$ cat src/rtl/pit_multi.sv
`default_nettype none
// ============================================================================
// Module   : pit_multi
// Brief    : Multi-channel programmable interval timer. NUM_CH independent
//            down-counters share one programmable prescaler; each channel is
//            one-shot or periodic, pulses tick on expiry and latches a
//            maskable interrupt-pending bit.
// Options  : PIT_READBACK_EN adds rd_ch / rd_count counter readback.
// Revision : 1.0 - initial release
// ============================================================================
module pit_multi #(
  parameter int NUM_CH  = 2,
  parameter int CNT_W   = 16,
  parameter int PRESC_W = 8,
  localparam int CH_W   = (NUM_CH > 1) ? $clog2(NUM_CH) : 1
) (
  input  logic              clk,
  input  logic              rst_n,
  input  logic              ena,
  input  logic              wr_en,
  input  logic [CH_W-1:0]   wr_ch,
  input  logic [1:0]        wr_sel,
  input  logic [CNT_W-1:0]  wr_data,
  input  logic [NUM_CH-1:0] irq_ack,
  output logic [NUM_CH-1:0] tick,
  output logic [NUM_CH-1:0] irq_pend,
  output logic              irq
`ifdef PIT_READBACK_EN
  ,
  input  logic [CH_W-1:0]   rd_ch,
  output logic [CNT_W-1:0]  rd_count
`endif
);

  localparam logic [1:0] c_sel_reload = 2'd0;
  localparam logic [1:0] c_sel_ctrl   = 2'd1;
  localparam logic [1:0] c_sel_presc  = 2'd2;

  // Per-channel run state; en of the control register is the RUN state.
  typedef enum logic [0:0] {
    S_IDLE = 1'b0,
    S_RUN  = 1'b1
  } ch_state_e;

  logic [NUM_CH-1:0]  ch_hit;
  logic [NUM_CH-1:0]  irq_en_vec;
  logic               wr_ch_ok;
  logic               presc_wr;
  logic               strobe;
  logic [PRESC_W-1:0] presc_q, presc_d;
  logic [PRESC_W-1:0] pc_q, pc_d;

  // A channel index with no channel behind it makes the whole write a no-op.
  assign wr_ch_ok = |ch_hit;
  assign presc_wr = wr_en & wr_ch_ok & (wr_sel == c_sel_presc);
  assign strobe   = ena & (pc_q == presc_q);
  assign irq      = |(irq_pend & irq_en_vec);

  // Prescaler: pc runs 0..presc, a write restarts the strobe phase.
  always_comb begin
    presc_d = presc_q;
    pc_d    = pc_q;
    if (presc_wr) begin
      presc_d = wr_data[PRESC_W-1:0];
      pc_d    = '0;
    end else if (strobe) begin
      pc_d = '0;
    end else if (ena) begin
      pc_d = pc_q + 1'b1;
    end
  end

  // Prescaler registers.
  always_ff @(posedge clk or negedge rst_n) begin
    if (!rst_n) begin
      presc_q <= '0;
      pc_q    <= '0;
    end else begin
      presc_q <= presc_d;
      pc_q    <= pc_d;
    end
  end

`ifdef PIT_READBACK_EN
  logic [CNT_W-1:0] count_vec [NUM_CH];
  logic [CNT_W-1:0] rd_count_q, rd_count_d;
`endif

  for (genvar i = 0; i < NUM_CH; i++) begin : g_ch
    ch_state_e        state_q, state_d;
    logic [CNT_W-1:0] count_q, count_d;
    logic [CNT_W-1:0] reload_q, reload_d;
    logic             periodic_q, periodic_d;
    logic             irq_en_q, irq_en_d;
    logic             tick_q, tick_d;
    logic             pend_q, pend_d;
    logic             ctrl_wr, reload_wr;

    assign ch_hit[i]     = (wr_ch == CH_W'(i));
    assign ctrl_wr       = wr_en & ch_hit[i] & (wr_sel == c_sel_ctrl);
    assign reload_wr     = wr_en & ch_hit[i] & (wr_sel == c_sel_reload);
    assign tick[i]       = tick_q;
    assign irq_pend[i]   = pend_q;
    assign irq_en_vec[i] = irq_en_q;
`ifdef PIT_READBACK_EN
    assign count_vec[i]  = count_q;
`endif

    // Channel next state: a control write overrides any strobe on that edge;
    // the zero test precedes the decrement; an expiry set beats an ack.
    always_comb begin
      state_d    = state_q;
      count_d    = count_q;
      reload_d   = reload_q;
      periodic_d = periodic_q;
      irq_en_d   = irq_en_q;
      tick_d     = 1'b0;
      pend_d     = pend_q & ~irq_ack[i];
      if (reload_wr) begin
        reload_d = wr_data;
      end
      if (ctrl_wr) begin
        state_d    = wr_data[0] ? S_RUN : S_IDLE;
        periodic_d = wr_data[1];
        irq_en_d   = wr_data[2];
        if (wr_data[0]) begin
          count_d = reload_q;
        end
      end else if ((state_q == S_RUN) && strobe) begin
        if (count_q == '0) begin
          tick_d = 1'b1;
          pend_d = 1'b1;
          if (periodic_q) begin
            count_d = reload_q;
          end else begin
            state_d = S_IDLE;
          end
        end else begin
          count_d = count_q - 1'b1;
        end
      end
    end

    // Channel registers.
    always_ff @(posedge clk or negedge rst_n) begin
      if (!rst_n) begin
        state_q    <= S_IDLE;
        count_q    <= '0;
        reload_q   <= '0;
        periodic_q <= 1'b0;
        irq_en_q   <= 1'b0;
        tick_q     <= 1'b0;
        pend_q     <= 1'b0;
      end else begin
        state_q    <= state_d;
        count_q    <= count_d;
        reload_q   <= reload_d;
        periodic_q <= periodic_d;
        irq_en_q   <= irq_en_d;
        tick_q     <= tick_d;
        pend_q     <= pend_d;
      end
    end
  end

`ifdef PIT_READBACK_EN
  // Readback mux; an index with no channel behind it reads 0.
  always_comb begin
    rd_count_d = '0;
    for (int i = 0; i < NUM_CH; i++) begin
      if (rd_ch == CH_W'(i)) begin
        rd_count_d = count_vec[i];
      end
    end
  end

  // Readback register, one cycle behind the counter.
  always_ff @(posedge clk or negedge rst_n) begin
    if (!rst_n) begin
      rd_count_q <= '0;
    end else begin
      rd_count_q <= rd_count_d;
    end
  end

  assign rd_count = rd_count_q;
`endif

endmodule
`default_nettype wire

$ cat config.mk
export PLATFORM = sky130hd
export DESIGN_NAME = pit_multi
export DESIGN_NICKNAME = d
export VERILOG_FILES = /design/src/rtl/pit_multi.sv
export SDC_FILE = /design/constraint.sdc
export NUM_CORES = 1
export LEC_CHECK = 0
export CAP_MARGIN = 25
export CORE_UTILIZATION = 40
export CTS_CLUSTER_SIZE = 20
export DETAILED_ROUTE_END_ITERATION = 8
export PLACE_DENSITY = 0.71
export SYNTH_ARGS = -nofsm -noshare
export SYNTH_HDL_FRONTEND = slang
export SYNTH_SLANG_ARGS = --single-unit
$ cat constraint.sdc
create_clock -name clk -period 2.1 [get_ports clk]
set_input_delay 0.42 -clock clk [delete_from_list [all_inputs] [get_ports clk]]
set_output_delay 0.42 -clock clk [all_outputs]
set_load 0.01 [all_outputs]
# After elaboration in Yosys (flattened, before gate mapping)
# Index checks and enable logic that the tools add are counted.
# W data, S select, Z words.
# totals
reg_bits,90
inputBits,25
# op_classes
add_sub_neg,3
n_eq_ne,9
muxes,34
bitwise,14
n_reduce_logical,15
# op_table
op,count
$mux W16,10
$logic_not A16 Y1,2
$sub A16 B1 Y16 const B,2
$mux W8,3
$mux W1,21
$reduce_and A3 Y1,4
$and A1 B1 Y1,10
$add A8 B1 Y8 const B,1
$eq A8 B8 Y1,1
$reduce_bool A2 Y1,4
$ne A3 B3 Y1 const B,2
$ne A2 B1 Y1 const B,2
$ne A2 B2 Y1 const B,2
$not A1 Y1,3
$reduce_bool A3 Y1,1
$and A2 B2 Y2,1
$eq A2 B1 Y1 const B,1
$eq A2 B2 Y1 const B,1
$logic_and A1 B1 Y1,2
$logic_not A2 Y1,1
$reduce_or A2 Y1,1

# Depth between registers and ports, before layout
# Gate-level depths: netlist (run 1).
# logic_depth
depth_word,5
mapped_depth,9
mapped_depth_nobuf,7

# Worst setup path after synthesis (run 1)
# Ideal clock, no wire load.
# synth_path
path_kind,input port to flip-flop
start,input wr_sel[1]
end,register g_ch[0].count_q[1]
arrival_ps,2007
t_required_ps,1975
path_slack_ps,-33
path_stages,8
n_path_buf,3
path_cell_list,buf_4 > nand4bb_1 > buf_2 > nand2_1 > or4_4 > buf_6 > o21a_4 > mux2_4
# synth_between
elab_chain_len,4
# synth_rtl
element,line_no,rtl
"start, declared",22,"input logic [1:0] wr_sel,"
$eq A2 B1 Y1 (*),100,assign ctrl_wr = wr_en & ch_hit[i] & (wr_sel == c_sel_ctrl);
$and A1 B1 Y1 (*),100,
$ne A3 B3 Y1 (no source line) (tied with other cells),--,
$reduce_and A3 Y1 (no source line),--,
"end signal, assigned",156,count_q <= count_d;
"end, declared",91,"logic [CNT_W-1:0] count_q, count_d;"
# Mark *: on every way between the ends. The rest lies on a longest branch, timed or not.
# A chain may end at the register's enable or synchronous reset.

# Final worst setup path (run 1)
# layout_path
start,register presc_q[3]
end,register g_ch[0].count_q[8]
# layout_between
elab_chain_len,5
# layout_rtl
element,line_no,rtl
"start, declared",50,"logic [PRESC_W-1:0] presc_q, presc_d;"
"start signal, assigned",79,presc_q <= presc_d;
$eq A8 B8 Y1,56,assign strobe = ena & (pc_q == presc_q);
$and A1 B1 Y1,56,
$logic_and A1 B1 Y1,129,end else if ((state_q == S_RUN) && strobe) begin
$reduce_bool A2 Y1 (no source line),--,
$reduce_and A3 Y1 (no source line),--,
# No other way between the ends.

==> results of run 1 <==
routing by layer:
layer	share of wire	GRT usage	vias to the layer above
met5	0	0	-
met4	0.025	0.0982	0
met3	0.073	0.0354	30
met2	0.47	0.347	188
met1	0.43	0.299	2095
li1	-	-	1997
worst max-delay path, stage by stage, from the launching register on:
cell      delay, ps
dfrtp_1         400
xnor2_1         180
nand3_1         150
or4_4           630
buf_4           170
a221oi_2        300
o22ai_1         130
per-stage QoR:
stage	total power, mW	cells
floorplan	3.32	480
global placement	4.06	714
detailed placement	4.13	714
CTS	5.90	730
global route	6.29	732
finish	5.98	732
layout by cell type, fill, tap and decap left out, drive strengths merged, types with 3 or more instances in the layout:
cell,count
dlygate4sd2,3
mux2,33
nor4,17
and4,3
a22oi,8
or4,4
nor2,10
nand2,59
inv,24
nor3b,3
a21oi,20
ha,5
mux2i,4
nand4,7
a221oi,10
o22ai,17
o31ai,8
xnor2,8
o22a,4
nor3,26
clkdlybuf4s50,24
buf,96
nor4b,4
nand3,9
dfrtp,90
and3,3
or3,8
clkbuf,9
a211oi,10
o21ai,20
xor2,5
layout make-up:
| cell class | instances | area, um2 | share of cell area |
|---|---|---|---|
| multi-input cells | 336 | 2470 | 0.386 |
| flip-flops and latches | 90 | 2250 | 0.352 |
| repair buffers | 125 | 1100 | 0.172 |
| clock buffers | 9 | 225 | 0.0352 |
| well taps | 143 | 179 | 0.0279 |
| clock inverters | 6 | 90.1 | 0.0141 |
| inverters | 23 | 86.3 | 0.0135 |
registers in the layout (all words and copies together) (netlist names):
register         cells
presc_q              8
g_ch.state_q         2
g_ch.count_q        32
g_ch.pend_q          2
g_ch.tick_q          2
g_ch.periodic_q      2
g_ch.reload_q       32
pc_q                 8
g_ch.irq_en_q        2
cell families (layout without fill, tap and decap cells):
family / after synthesis / after routing
multiplexers: 37 / 37
XOR/XNOR: 13 / 13
AND/OR/NAND/NOR: 167 / 167
AO/OA/AOI/OAI: 114 / 114
buffers and inverters: 54 / 163
flip-flops: 90 / 90
adder cells (fa/ha/maj): 5 / 5
final timing paths:
path	start	endpoint	depth (start not counted)
setup / recovery	presc_q[3]	g_ch[0].count_q[8]	6
hold / removal	g_ch[0].irq_en_q	g_ch[0].irq_en_q	2
setup reg to reg	presc_q[3]	g_ch[0].count_q[8]	6
hold reg to reg	g_ch[0].irq_en_q	g_ch[0].irq_en_q	2
max in group asynchronous	rst_n	g_ch[0].reload_q[13]	3
min in group asynchronous	rst_n	pc_q[1]	2
power groups by stage:
stage | sequential (mW) | combinational [mW] | clock (mW)
after floorplan | 2.40 | 0.920 | 0
after global placement | 2.44 | 1.63 | 0
after detailed placement | 2.45 | 1.68 | 0
after CTS | 2.43 | 1.72 | 1.75
after global routing | 2.50 | 1.98 | 1.82
final | 2.45 | 1.81 | 1.72
timing repair:
| item | in CTS | in global routing |
|---|---|---|
| hold endpoints to repair | 11 | 0 |
| gates resized for setup | 15 | 22 |
| setup endpoints to repair | 26 | 28 |
| cloned | 0 | 0 |
| pin swaps | 3 | 9 |
| buffers inserted | 0 | 2 |
| hold buffers | 1 | 0 |
==> run_summary.xml, run 1 <==
<?xml version="1.0" encoding="UTF-8"?>
<metrics>
  <group name="status">
    <metric name="run_status" unit="">finished, violations left</metric>
    <metric name="failed_checks" unit="">design-rule violations</metric>
  </group>
  <group name="logic_synthesis">
    <metric name="synth.top_cell.area_share" unit="">0.467</metric>
    <metric name="dominant_combinational_cell_family_by_area_after_synthesis" unit="">simple AND/OR/NAND/NOR gates</metric>
    <metric name="synth.distinct_cells" unit="">66</metric>
    <metric name="netlist_top_cells_area" unit="">dfrtp_1, mux2_2, nand2_1, nor3_1, o22ai_1</metric>
    <metric name="synth_area_leader_cell" unit="">dfrtp_1</metric>
    <metric name="synth_sequential_area_ratio" unit="">0.467</metric>
    <metric name="yosysWarningCount" unit="">0</metric>
    <metric name="synth-edff-count" unit="">0</metric>
    <metric name="synth_area_in_simple_gates" unit="">0.194</metric>
    <metric name="synth_register_bits" unit="">90</metric>
    <metric name="post_synth_xor_area_fraction" unit="">0.0236</metric>
    <metric name="synth_compound_area_frac" unit="">0.162</metric>
    <metric name="synth_adder_area_share" unit="">0.0130</metric>
    <metric name="synth_most_common_cell" unit="">dfrtp_1</metric>
    <metric name="netlist_top_cells_count" unit="">dfrtp_1, nand2_1, mux2_2, nor3_1, inv_1</metric>
    <metric name="syn-num-nets" unit="">510</metric>
    <metric name="synthFlopType" unit="">dfrtp_1</metric>
    <metric name="avgSynthCellArea" unit="um2">10.0</metric>
    <metric name="post_synth_mux_area_share" unit="">0.0862</metric>
    <metric name="synthCells" unit="">480</metric>
    <metric name="synth_area" unit="um2">4820</metric>
    <metric name="async_reset_ff_frac" unit="">1.00</metric>
  </group>
  <group name="power">
    <metric name="internal_power" unit="mW">4.10</metric>
    <metric name="share_of_power_burned_in_registers" unit="">0.410</metric>
    <metric name="ir_worst_vdd" unit="mV">0.528</metric>
    <metric name="power.switching_fraction" unit="">0.315</metric>
    <metric name="power.density" unit="nW/um2">934</metric>
    <metric name="power.leakage" unit="nW">2.75</metric>
    <metric name="share_clk_of_total_power" unit="">0.287</metric>
    <metric name="switching_power" unit="mW">1.88</metric>
    <metric name="power_frac_comb" unit="">0.303</metric>
  </group>
  <group name="detailed_routing">
    <metric name="number_of_design_rule_violations_left_by_the_first_detailed_router_iteration" unit="">491</metric>
    <metric name="drt_pass1_iterations" unit="">9</metric>
    <metric name="final_routed_wirelength" unit="mm">13.5</metric>
    <metric name="route.vias.total" unit="">4310</metric>
    <metric name="postRouteAntennaNets" unit="">0</metric>
    <metric name="wl_per_cell" unit="um">18.4</metric>
    <metric name="avgViaCountPerCell" unit="">5.89</metric>
    <metric name="route.detailed.drc" unit="">5</metric>
  </group>
  <group name="timing">
    <metric name="total_negative_slack_for_setup_checks" unit="ps">0</metric>
    <metric name="period_share" unit="">0.991</metric>
    <metric name="setup_ws" unit="ps">18.3</metric>
    <metric name="setup_viol" unit="">0</metric>
    <metric name="relSlewSlack" unit="">0.693</metric>
    <metric name="period_minus_slack" unit="ps">2080</metric>
    <metric name="tightest_slew" unit="ps">461</metric>
    <metric name="hold_slack" unit="ps">484</metric>
    <metric name="maxSlewViolCount" unit="">0</metric>
    <metric name="final.setup_skew" unit="ps">8.51</metric>
    <metric name="rsz0062_at_grt" unit="">yes</metric>
    <metric name="hold_viol" unit="">0</metric>
    <metric name="fmax" unit="GHz">0.480</metric>
  </group>
  <group name="floorplanning">
    <metric name="num_rows" unit="">39</metric>
    <metric name="coreArea" unit="um2">11600</metric>
    <metric name="num_io_pins" unit="">30</metric>
    <metric name="floorplan.initialDensity" unit="">0.417</metric>
    <metric name="die_span_x" unit="um">112</metric>
    <metric name="dieArea" unit="um2">12500</metric>
    <metric name="die_h" unit="um">112</metric>
  </group>
  <group name="worst_setup_path">
    <metric name="crit_fanout" unit="">6</metric>
    <metric name="setup.worst_path.class" unit="">flip-flop to flip-flop</metric>
    <metric name="timing.critical_path.to_type" unit="">flip-flop</metric>
    <metric name="worst-r2r-setup-slack" unit="ps">20</metric>
    <metric name="critPathRequiredTime" unit="ps">2310</metric>
    <metric name="worst_setup_path_start_kind" unit="">flip-flop</metric>
    <metric name="worstPathArrival" unit="ps">2290</metric>
  </group>
  <group name="place">
    <metric name="worst_setup_slack_after_placement" unit="ps">-406</metric>
    <metric name="dp_hpwl" unit="mm">9.63</metric>
    <metric name="dpl-instance-area" unit="um2">5910</metric>
    <metric name="gp_congestion" unit="">0.920</metric>
    <metric name="port-buffer-count" unit="">29</metric>
  </group>
  <group name="clocking">
    <metric name="clock_tree.buffer_depth" unit="">2</metric>
    <metric name="clock_sinks" unit="">90</metric>
    <metric name="cts_root_buf" unit="">clkbuf_16</metric>
    <metric name="cts_tree" unit="">built</metric>
    <metric name="clk_transition_reported_paths" unit="ps">70</metric>
    <metric name="cts_htree_levels" unit="">3</metric>
    <metric name="clock_insertion_delay_worst_skew" unit="ps">340</metric>
    <metric name="cts_inserted_buffers" unit="">9</metric>
  </group>
  <group name="grt">
    <metric name="grt_pass1_wl" unit="mm">21.6</metric>
    <metric name="globalRouteTotalUtil" unit="">0.220</metric>
    <metric name="grt_antenna_before_repair" unit="">0</metric>
    <metric name="overflow" unit="">0</metric>
    <metric name="grt_max_degree" unit="">34</metric>
    <metric name="vias_in_the_first_global_route" unit="">4327</metric>
  </group>
  <group name="layout">
    <metric name="final_layout_size_suffix_gt1_frac" unit="">0.306</metric>
    <metric name="area_growth_syn_to_layout" unit="%">32.9</metric>
    <metric name="fin_area" unit="um2">6400</metric>
    <metric name="fillers" unit="">1005</metric>
    <metric name="utilization" unit="">0.554</metric>
    <metric name="antenna_cells" unit="">0</metric>
    <metric name="fin_nets" unit="">615</metric>
  </group>
  <group name="hold_path">
    <metric name="hp-class" unit="">flip-flop to flip-flop</metric>
  </group>
  <group name="run">
    <metric name="maxCapViolCount" unit="">0</metric>
  </group>
</metrics>
Note: power is estimated with default switching activity, not from simulation.
==> run 2, diff against run 1 <==
--- a/config.mk
+++ b/config.mk
@@ -5,11 +5,14 @@
 export SDC_FILE = /design/constraint.sdc
 export NUM_CORES = 1
 export LEC_CHECK = 0
+export ABC_AREA = 1
 export CAP_MARGIN = 25
+export CORE_ASPECT_RATIO = 0.5
 export CORE_UTILIZATION = 40
 export CTS_CLUSTER_SIZE = 20
 export DETAILED_ROUTE_END_ITERATION = 8
 export PLACE_DENSITY = 0.71
+export REMOVE_ABC_BUFFERS = 1
 export SYNTH_ARGS = -nofsm -noshare
 export SYNTH_HDL_FRONTEND = slang
 export SYNTH_SLANG_ARGS = --single-unit
==> run 2 against run 1 <==
  * The run now ends clean
  * Critical endpoint is now irq
  * Worst setup slack gained 220 ps
  * Highest routed layer unchanged
  * Via count grew 1.9%
  * Fmax grew 12%
  * Wire length shrank 16%
  * Non-clock buffer count shrank 68
==> run_summary.xml, run 2 <==
<?xml version="1.0" encoding="UTF-8"?>
<metrics>
  <group name="logic_synthesis">
    <metric name="synth-edff-count" unit="">0</metric>
    <metric name="avgSynthCellArea" unit="um2">7.24</metric>
    <metric name="yosysWarningCount" unit="">0</metric>
    <metric name="synth_area_leader_cell" unit="">dfrtp_1</metric>
    <metric name="synth_most_common_cell" unit="">nand2_1</metric>
    <metric name="synth.distinct_cells" unit="">33</metric>
    <metric name="netlist_top_cells_count" unit="">nand2_1, nor2_1, dfrtp_1, inv_1, o21ai_0</metric>
    <metric name="synth.top_cell.area_share" unit="">0.450</metric>
    <metric name="synth_sequential_area_ratio" unit="">0.450</metric>
    <metric name="synthCells" unit="">691</metric>
    <metric name="async_reset_ff_frac" unit="">1.00</metric>
    <metric name="synthFlopType" unit="">dfrtp_1</metric>
    <metric name="synth_area" unit="um2">5000</metric>
    <metric name="synth_register_bits" unit="">90</metric>
    <metric name="netlist_top_cells_area" unit="">dfrtp_1, nand2_1, nor2_1, o21ai_0, nand3_1</metric>
  </group>
  <group name="timing">
    <metric name="relSlewSlack" unit="">0.662</metric>
    <metric name="maxSlewViolCount" unit="">0</metric>
    <metric name="tightest_slew" unit="ps">505</metric>
    <metric name="setup_viol" unit="">0</metric>
    <metric name="hold_viol" unit="">0</metric>
    <metric name="period_share" unit="">0.885</metric>
    <metric name="hold_slack" unit="ps">26.1</metric>
    <metric name="rsz0062_at_grt" unit="">no</metric>
    <metric name="total_negative_slack_for_setup_checks" unit="ps">0</metric>
    <metric name="final.setup_skew" unit="ps">8.45</metric>
    <metric name="fmax" unit="GHz">0.538</metric>
    <metric name="period_minus_slack" unit="ps">1860</metric>
    <metric name="setup_ws" unit="ps">241</metric>
  </group>
  <group name="detailed_routing">
    <metric name="number_of_design_rule_violations_left_by_the_first_detailed_router_iteration" unit="">199</metric>
    <metric name="postRouteAntennaNets" unit="">0</metric>
    <metric name="route.detailed.drc" unit="">0</metric>
    <metric name="route.vias.total" unit="">4394</metric>
    <metric name="final_routed_wirelength" unit="mm">11.4</metric>
    <metric name="avgViaCountPerCell" unit="">4.84</metric>
    <metric name="wl_per_cell" unit="um">12.5</metric>
    <metric name="drt_pass1_iterations" unit="">4</metric>
  </group>
  <group name="hold_path">
    <metric name="hp-class" unit="">input pin to async pin</metric>
  </group>
  <group name="clocking">
    <metric name="clk_transition_reported_paths" unit="ps">70</metric>
    <metric name="cts_tree" unit="">built</metric>
    <metric name="postCtsSetupBuffers" unit="">0</metric>
    <metric name="clock_sinks" unit="">90</metric>
    <metric name="cts_htree_levels" unit="">3</metric>
    <metric name="clock_insertion_delay_worst_skew" unit="ps">340</metric>
    <metric name="cts_inserted_buffers" unit="">9</metric>
    <metric name="cts_root_buf" unit="">clkbuf_16</metric>
    <metric name="cts-resized-gates" unit="">0</metric>
    <metric name="cts_hold_repair.buffers" unit="">0</metric>
    <metric name="clock_tree.buffer_depth" unit="">2</metric>
  </group>
  <group name="floorplanning">
    <metric name="die_h" unit="um">81.1</metric>
    <metric name="num_io_pins" unit="">30</metric>
    <metric name="floorplan.initialDensity" unit="">0.418</metric>
    <metric name="coreArea" unit="um2">12000</metric>
    <metric name="die_span_x" unit="um">160</metric>
    <metric name="num_rows" unit="">28</metric>
    <metric name="dieArea" unit="um2">13000</metric>
  </group>
  <group name="worst_setup_path">
    <metric name="critical_path.reg2reg.endpoint" unit="">g_ch[1].count_q[13]</metric>
    <metric name="worst-r2r-setup-slack" unit="ps">330</metric>
    <metric name="r2r.worst_path.cells" unit="">9</metric>
    <metric name="critical_path.reg2reg.startpoint" unit="">g_ch[1].count_q[11]</metric>
    <metric name="timing.critical_path.to_type" unit="">primary output</metric>
    <metric name="crit_fanout" unit="">3</metric>
    <metric name="setup.worst_path.class" unit="">flip-flop to primary output</metric>
    <metric name="worstPathArrival" unit="ps">1440</metric>
    <metric name="worst_setup_path_start_kind" unit="">flip-flop</metric>
    <metric name="critPathRequiredTime" unit="ps">1680</metric>
  </group>
  <group name="layout">
    <metric name="area_growth_syn_to_layout" unit="%">17.5</metric>
    <metric name="fin_nets" unit="">767</metric>
    <metric name="fin_area" unit="um2">5880</metric>
    <metric name="mostFrequentLayoutCells" unit="">nand2_1, nor2_1, dfrtp_1</metric>
    <metric name="layout_commonest_cell" unit="">nand2_1</metric>
    <metric name="antenna_cells" unit="">0</metric>
    <metric name="biggestRegsByFlops" unit="">g_ch.count_q x32, g_ch.reload_q x32</metric>
    <metric name="final_layout_size_suffix_gt1_frac" unit="">0.0809</metric>
  </group>
  <group name="power">
    <metric name="power.density" unit="nW/um2">1160</metric>
    <metric name="fin_total_pwr" unit="mW">6.85</metric>
    <metric name="power.leakage" unit="nW">2.98</metric>
    <metric name="ir_worst_vdd" unit="mV">0.532</metric>
  </group>
  <group name="place">
    <metric name="gp_congestion" unit="">0.927</metric>
    <metric name="dp_hpwl" unit="mm">8.50</metric>
    <metric name="worst_setup_slack_after_placement" unit="ps">-92.0</metric>
    <metric name="port-buffer-count" unit="">29</metric>
    <metric name="dpl-instance-area" unit="um2">5610</metric>
  </group>
  <group name="grt">
    <metric name="grt_antenna_before_repair" unit="">0</metric>
    <metric name="vias_in_the_first_global_route" unit="">4267</metric>
    <metric name="grt_pass1_wl" unit="mm">19.9</metric>
    <metric name="grt_max_degree" unit="">33</metric>
    <metric name="overflow" unit="">0</metric>
    <metric name="globalRouteTotalUtil" unit="">0.193</metric>
  </group>
  <group name="status">
    <metric name="run_status" unit="">finished clean</metric>
  </group>
  <group name="run">
    <metric name="maxCapViolCount" unit="">0</metric>
  </group>
</metrics>
-- run 2: changes by cell type in the layout (fill, tap and decap cells not counted), sizes merged, moves of 33 or more --
| cell | previous run | this run |
|---|---|---|
| buf | 96 | 29 |
| inv | 24 | 69 |
| nor2 | 10 | 97 |
| nand2 | 59 | 247 |
| mux2 | 33 | 0 |
| nand3 | 9 | 57 |
| o21ai | 20 | 60 |
-- run 2: cells by family after synthesis --
group,count (synthesis),share of synthesized area
buf+inv,90,0.0790
fa+ha+maj,5,0.0125
flops,90,0.450
simple gates,416,0.348
compound gates,75,0.0835
xor+xnor,15,0.0263
-- run 2: cell type report --
type	count	area (um2)
fill	1185	6100
multi-input combinational	511	2350
sequential	90	2250
timing repair buffer	57	536
inverter	68	258
clock buffer	11	233
tap	165	206
clock inverter	5	40.0
-- run 2: how the worst max path moves through the flow --
| stage | start | to | cells past startpoint |
|---|---|---|---|
| CTS | g_ch[0].pend_q | irq | 2 |
| floorplan | wr_en | pc_q[7] | 7 |
| detailed placement | wr_en | pc_q[7] | 9 |
| global route | wr_en | pc_q[7] | 9 |
| global placement | wr_en | pc_q[7] | 9 |
| finish | g_ch[0].pend_q | irq | 2 |
-- run 2: stage by stage --
stage                     std cells   util
after floorplan                 669      -
after global placement          891  0.468
after detailed placement        891  0.468
after CTS                       907  0.491
after global routing            907  0.491
final                           907  0.491
-- run 2: layer usage --
metal	track usage	wire length, um	vias up
met5	0	0	-
met4	0.0619	132	0
met3	0.0419	417	11
met2	0.318	5110	63
met1	0.257	5690	2068
li1	-	-	2252
-- run 2: where the power goes --
group / switching, mW / leakage (nW) / internal, mW
clock network: 0.700 / 0.128 / 0.812
logic: 1.65 / 1.70 / 1.04
registers: 0.446 / 1.15 / 2.20
-- run 2: critical path, stage by stage, from the launching register on --
cell and delay (ps):
dfrtp_1 400, a22o_1 230, clkdlybuf4s50_1 470
==> run 3, diff against run 2 <==
--- a/config.mk
+++ b/config.mk
@@ -7,11 +7,13 @@
 export LEC_CHECK = 0
 export ABC_AREA = 1
 export CAP_MARGIN = 25
+export CELL_PAD_IN_SITES_DETAIL_PLACEMENT = 1
+export CELL_PAD_IN_SITES_GLOBAL_PLACEMENT = 2
 export CORE_ASPECT_RATIO = 0.5
-export CORE_UTILIZATION = 40
+export CORE_UTILIZATION = 31
 export CTS_CLUSTER_SIZE = 20
 export DETAILED_ROUTE_END_ITERATION = 8
-export PLACE_DENSITY = 0.71
+export PLACE_DENSITY = 0.87
 export REMOVE_ABC_BUFFERS = 1
 export SYNTH_ARGS = -nofsm -noshare
 export SYNTH_HDL_FRONTEND = slang
==> run 3 against run 2 <==
  * Utilization shrank 11 points
  * Flip-flop and latch count is the same
  * Critical path depth is the same
  * Worst setup slack lost 8.5 ps
  * Sequential share of layout area shrank 0.67 points
  * Die area grew 28%
  * Critical endpoint unchanged
==> run_summary.xml, run 3 (synthesized netlist as in run 2, its figures left out) <==
<?xml version="1.0" encoding="UTF-8"?>
<metrics>
  <group name="timing">
    <metric name="fmax" unit="GHz">0.536</metric>
    <metric name="total_negative_slack_for_setup_checks" unit="ps">0</metric>
    <metric name="rsz0062_at_grt" unit="">no</metric>
    <metric name="period_minus_slack" unit="ps">1870</metric>
    <metric name="period_share" unit="">0.889</metric>
    <metric name="relSlewSlack" unit="">0.628</metric>
    <metric name="maxSlewViolCount" unit="">0</metric>
    <metric name="setup_ws" unit="ps">233</metric>
    <metric name="hold_viol" unit="">0</metric>
    <metric name="tightest_slew" unit="ps">556</metric>
    <metric name="final.setup_skew" unit="ps">10.2</metric>
    <metric name="setup_viol" unit="">0</metric>
  </group>
  <group name="clocking">
    <metric name="clock_tree.buffer_depth" unit="">2</metric>
    <metric name="clk_transition_reported_paths" unit="ps">70</metric>
    <metric name="cts_inserted_buffers" unit="">9</metric>
    <metric name="cts_htree_levels" unit="">3</metric>
    <metric name="clock_insertion_delay_worst_skew" unit="ps">340</metric>
    <metric name="cts_root_buf" unit="">clkbuf_16</metric>
    <metric name="postCtsSetupBuffers" unit="">0</metric>
    <metric name="cts_tree" unit="">built</metric>
    <metric name="clock_sinks" unit="">90</metric>
  </group>
  <group name="floorplanning">
    <metric name="floorplan.initialDensity" unit="">0.321</metric>
    <metric name="coreArea" unit="um2">15600</metric>
    <metric name="die_h" unit="um">91.8</metric>
    <metric name="dieArea" unit="um2">16700</metric>
    <metric name="die_span_x" unit="um">182</metric>
    <metric name="num_rows" unit="">32</metric>
    <metric name="num_io_pins" unit="">30</metric>
  </group>
  <group name="worst_setup_path">
    <metric name="worstPathArrival" unit="ps">1450</metric>
    <metric name="crit_fanout" unit="">3</metric>
    <metric name="timing.critical_path.to_type" unit="">primary output</metric>
    <metric name="worst_setup_path_start_kind" unit="">flip-flop</metric>
    <metric name="critPathRequiredTime" unit="ps">1680</metric>
    <metric name="setup.worst_path.class" unit="">flip-flop to primary output</metric>
  </group>
  <group name="power">
    <metric name="internal_power" unit="mW">4.05</metric>
    <metric name="fin_total_pwr" unit="mW">6.96</metric>
    <metric name="power.switching_fraction" unit="">0.417</metric>
    <metric name="power.density" unit="nW/um2">1160</metric>
    <metric name="switching_power" unit="mW">2.90</metric>
    <metric name="power.leakage" unit="nW">3.02</metric>
    <metric name="power_frac_comb" unit="">0.407</metric>
    <metric name="share_of_power_burned_in_registers" unit="">0.382</metric>
    <metric name="ir_worst_vdd" unit="mV">0.442</metric>
    <metric name="share_clk_of_total_power" unit="">0.211</metric>
  </group>
  <group name="detailed_routing">
    <metric name="wl_per_cell" unit="um">14.2</metric>
    <metric name="number_of_design_rule_violations_left_by_the_first_detailed_router_iteration" unit="">182</metric>
    <metric name="avgViaCountPerCell" unit="">4.68</metric>
    <metric name="final_routed_wirelength" unit="mm">13.6</metric>
    <metric name="drt_pass1_iterations" unit="">5</metric>
    <metric name="route.detailed.drc" unit="">0</metric>
    <metric name="route.vias.total" unit="">4465</metric>
    <metric name="postRouteAntennaNets" unit="">0</metric>
  </group>
  <group name="grt">
    <metric name="grt_max_degree" unit="">52</metric>
    <metric name="globalRouteTotalUtil" unit="">0.177</metric>
    <metric name="grt_pass1_wl" unit="mm">23.4</metric>
    <metric name="overflow" unit="">0</metric>
    <metric name="grt_antenna_before_repair" unit="">0</metric>
    <metric name="vias_in_the_first_global_route" unit="">4633</metric>
  </group>
  <group name="run">
    <metric name="maxCapViolCount" unit="">0</metric>
  </group>
  <group name="layout">
    <metric name="fin_nets" unit="">777</metric>
    <metric name="layout_commonest_cell" unit="">nand2_1</metric>
    <metric name="mostFrequentLayoutCells" unit="">nand2_1, nor2_1, dfrtp_1</metric>
    <metric name="biggestRegsByFlops" unit="">g_ch.count_q x32, g_ch.reload_q x32</metric>
    <metric name="antenna_cells" unit="">0</metric>
    <metric name="area_growth_syn_to_layout" unit="%">19.6</metric>
    <metric name="fin_area" unit="um2">5980</metric>
    <metric name="utilization" unit="">0.384</metric>
    <metric name="final_layout_size_suffix_gt1_frac" unit="">0.0893</metric>
  </group>
  <group name="place">
    <metric name="gp_congestion" unit="">0.806</metric>
    <metric name="worst_setup_slack_after_placement" unit="ps">-45.2</metric>
    <metric name="dpl-instance-area" unit="um2">5720</metric>
    <metric name="port-buffer-count" unit="">29</metric>
    <metric name="dp_hpwl" unit="mm">10.3</metric>
  </group>
  <group name="status">
    <metric name="run_status" unit="">finished clean</metric>
  </group>
  <group name="hold_path">
    <metric name="hp-class" unit="">flip-flop to flip-flop</metric>
  </group>
</metrics>
-- run 3: area by class of cell --
type | instances | area [um2]
multi-input cells | 511 | 2350
clock inverters | 3 | 18.8
clock buffers | 11 | 233
well taps | 204 | 255
fillers | 1935 | 9590
flip-flops and latches | 90 | 2250
repair buffers | 67 | 613
inverters | 68 | 258
-- run 3: metal layers --
| layer | part of all wire | track usage | routed length [um] |
|---|---|---|---|
| met2 | 0.46 | 0.293 | 6230 |
| met5 | 0 | 0 | 0 |
| met1 | 0.51 | 0.243 | 6950 |
| met4 | 0.0071 | 0.0381 | 96 |
| met3 | 0.022 | 0.0314 | 298 |
-- run 3: stage by stage --
stage / cells / hold WS, ps
floorplan: 669 / 124
global placement: 939 / 360
detailed placement: 939 / 360
CTS: 954 / 490
global route: 954 / 528
finish: 954 / 484
-- run 3: timing repair --
action                                 4_1_cts  5_1_grt
endpoints found under the hold margin       19        0
hold buffers                                 1        0
setup endpoints to repair                    0        0
resized for setup                            0        0
-- run 3: power groups by stage --
stage	registers, mW	clock network [mW]	logic [mW]
after floorplan	2.54	0	2.10
after global placement	2.67	0	2.77
after detailed placement	2.68	0	2.86
after CTS	2.66	1.50	2.88
after global routing	2.73	1.57	3.31
final	2.66	1.46	2.83
-- run 3: final timing paths --
check / startpoint / endpoint / slack [ps] / cells after the start
min reg2reg: g_ch[0].reload_q[15] / g_ch[0].reload_q[15] / 480 / 2
max reg2reg: g_ch[1].count_q[5] / g_ch[1].count_q[15] / 280 / 10
min: g_ch[0].reload_q[15] / g_ch[0].reload_q[15] / 480 / 2
max in group asynchronous: rst_n / presc_q[5] / 930 / 3
max: g_ch[0].pend_q / irq / 230 / 2
min in group asynchronous: rst_n / g_ch[0].reload_q[12] / 540 / 2
-- run 3: critical path, stage by stage, from the launching register on --
cell	delay [ps]
dfrtp_1	400
a22o_1	230
clkdlybuf4s50_1	470
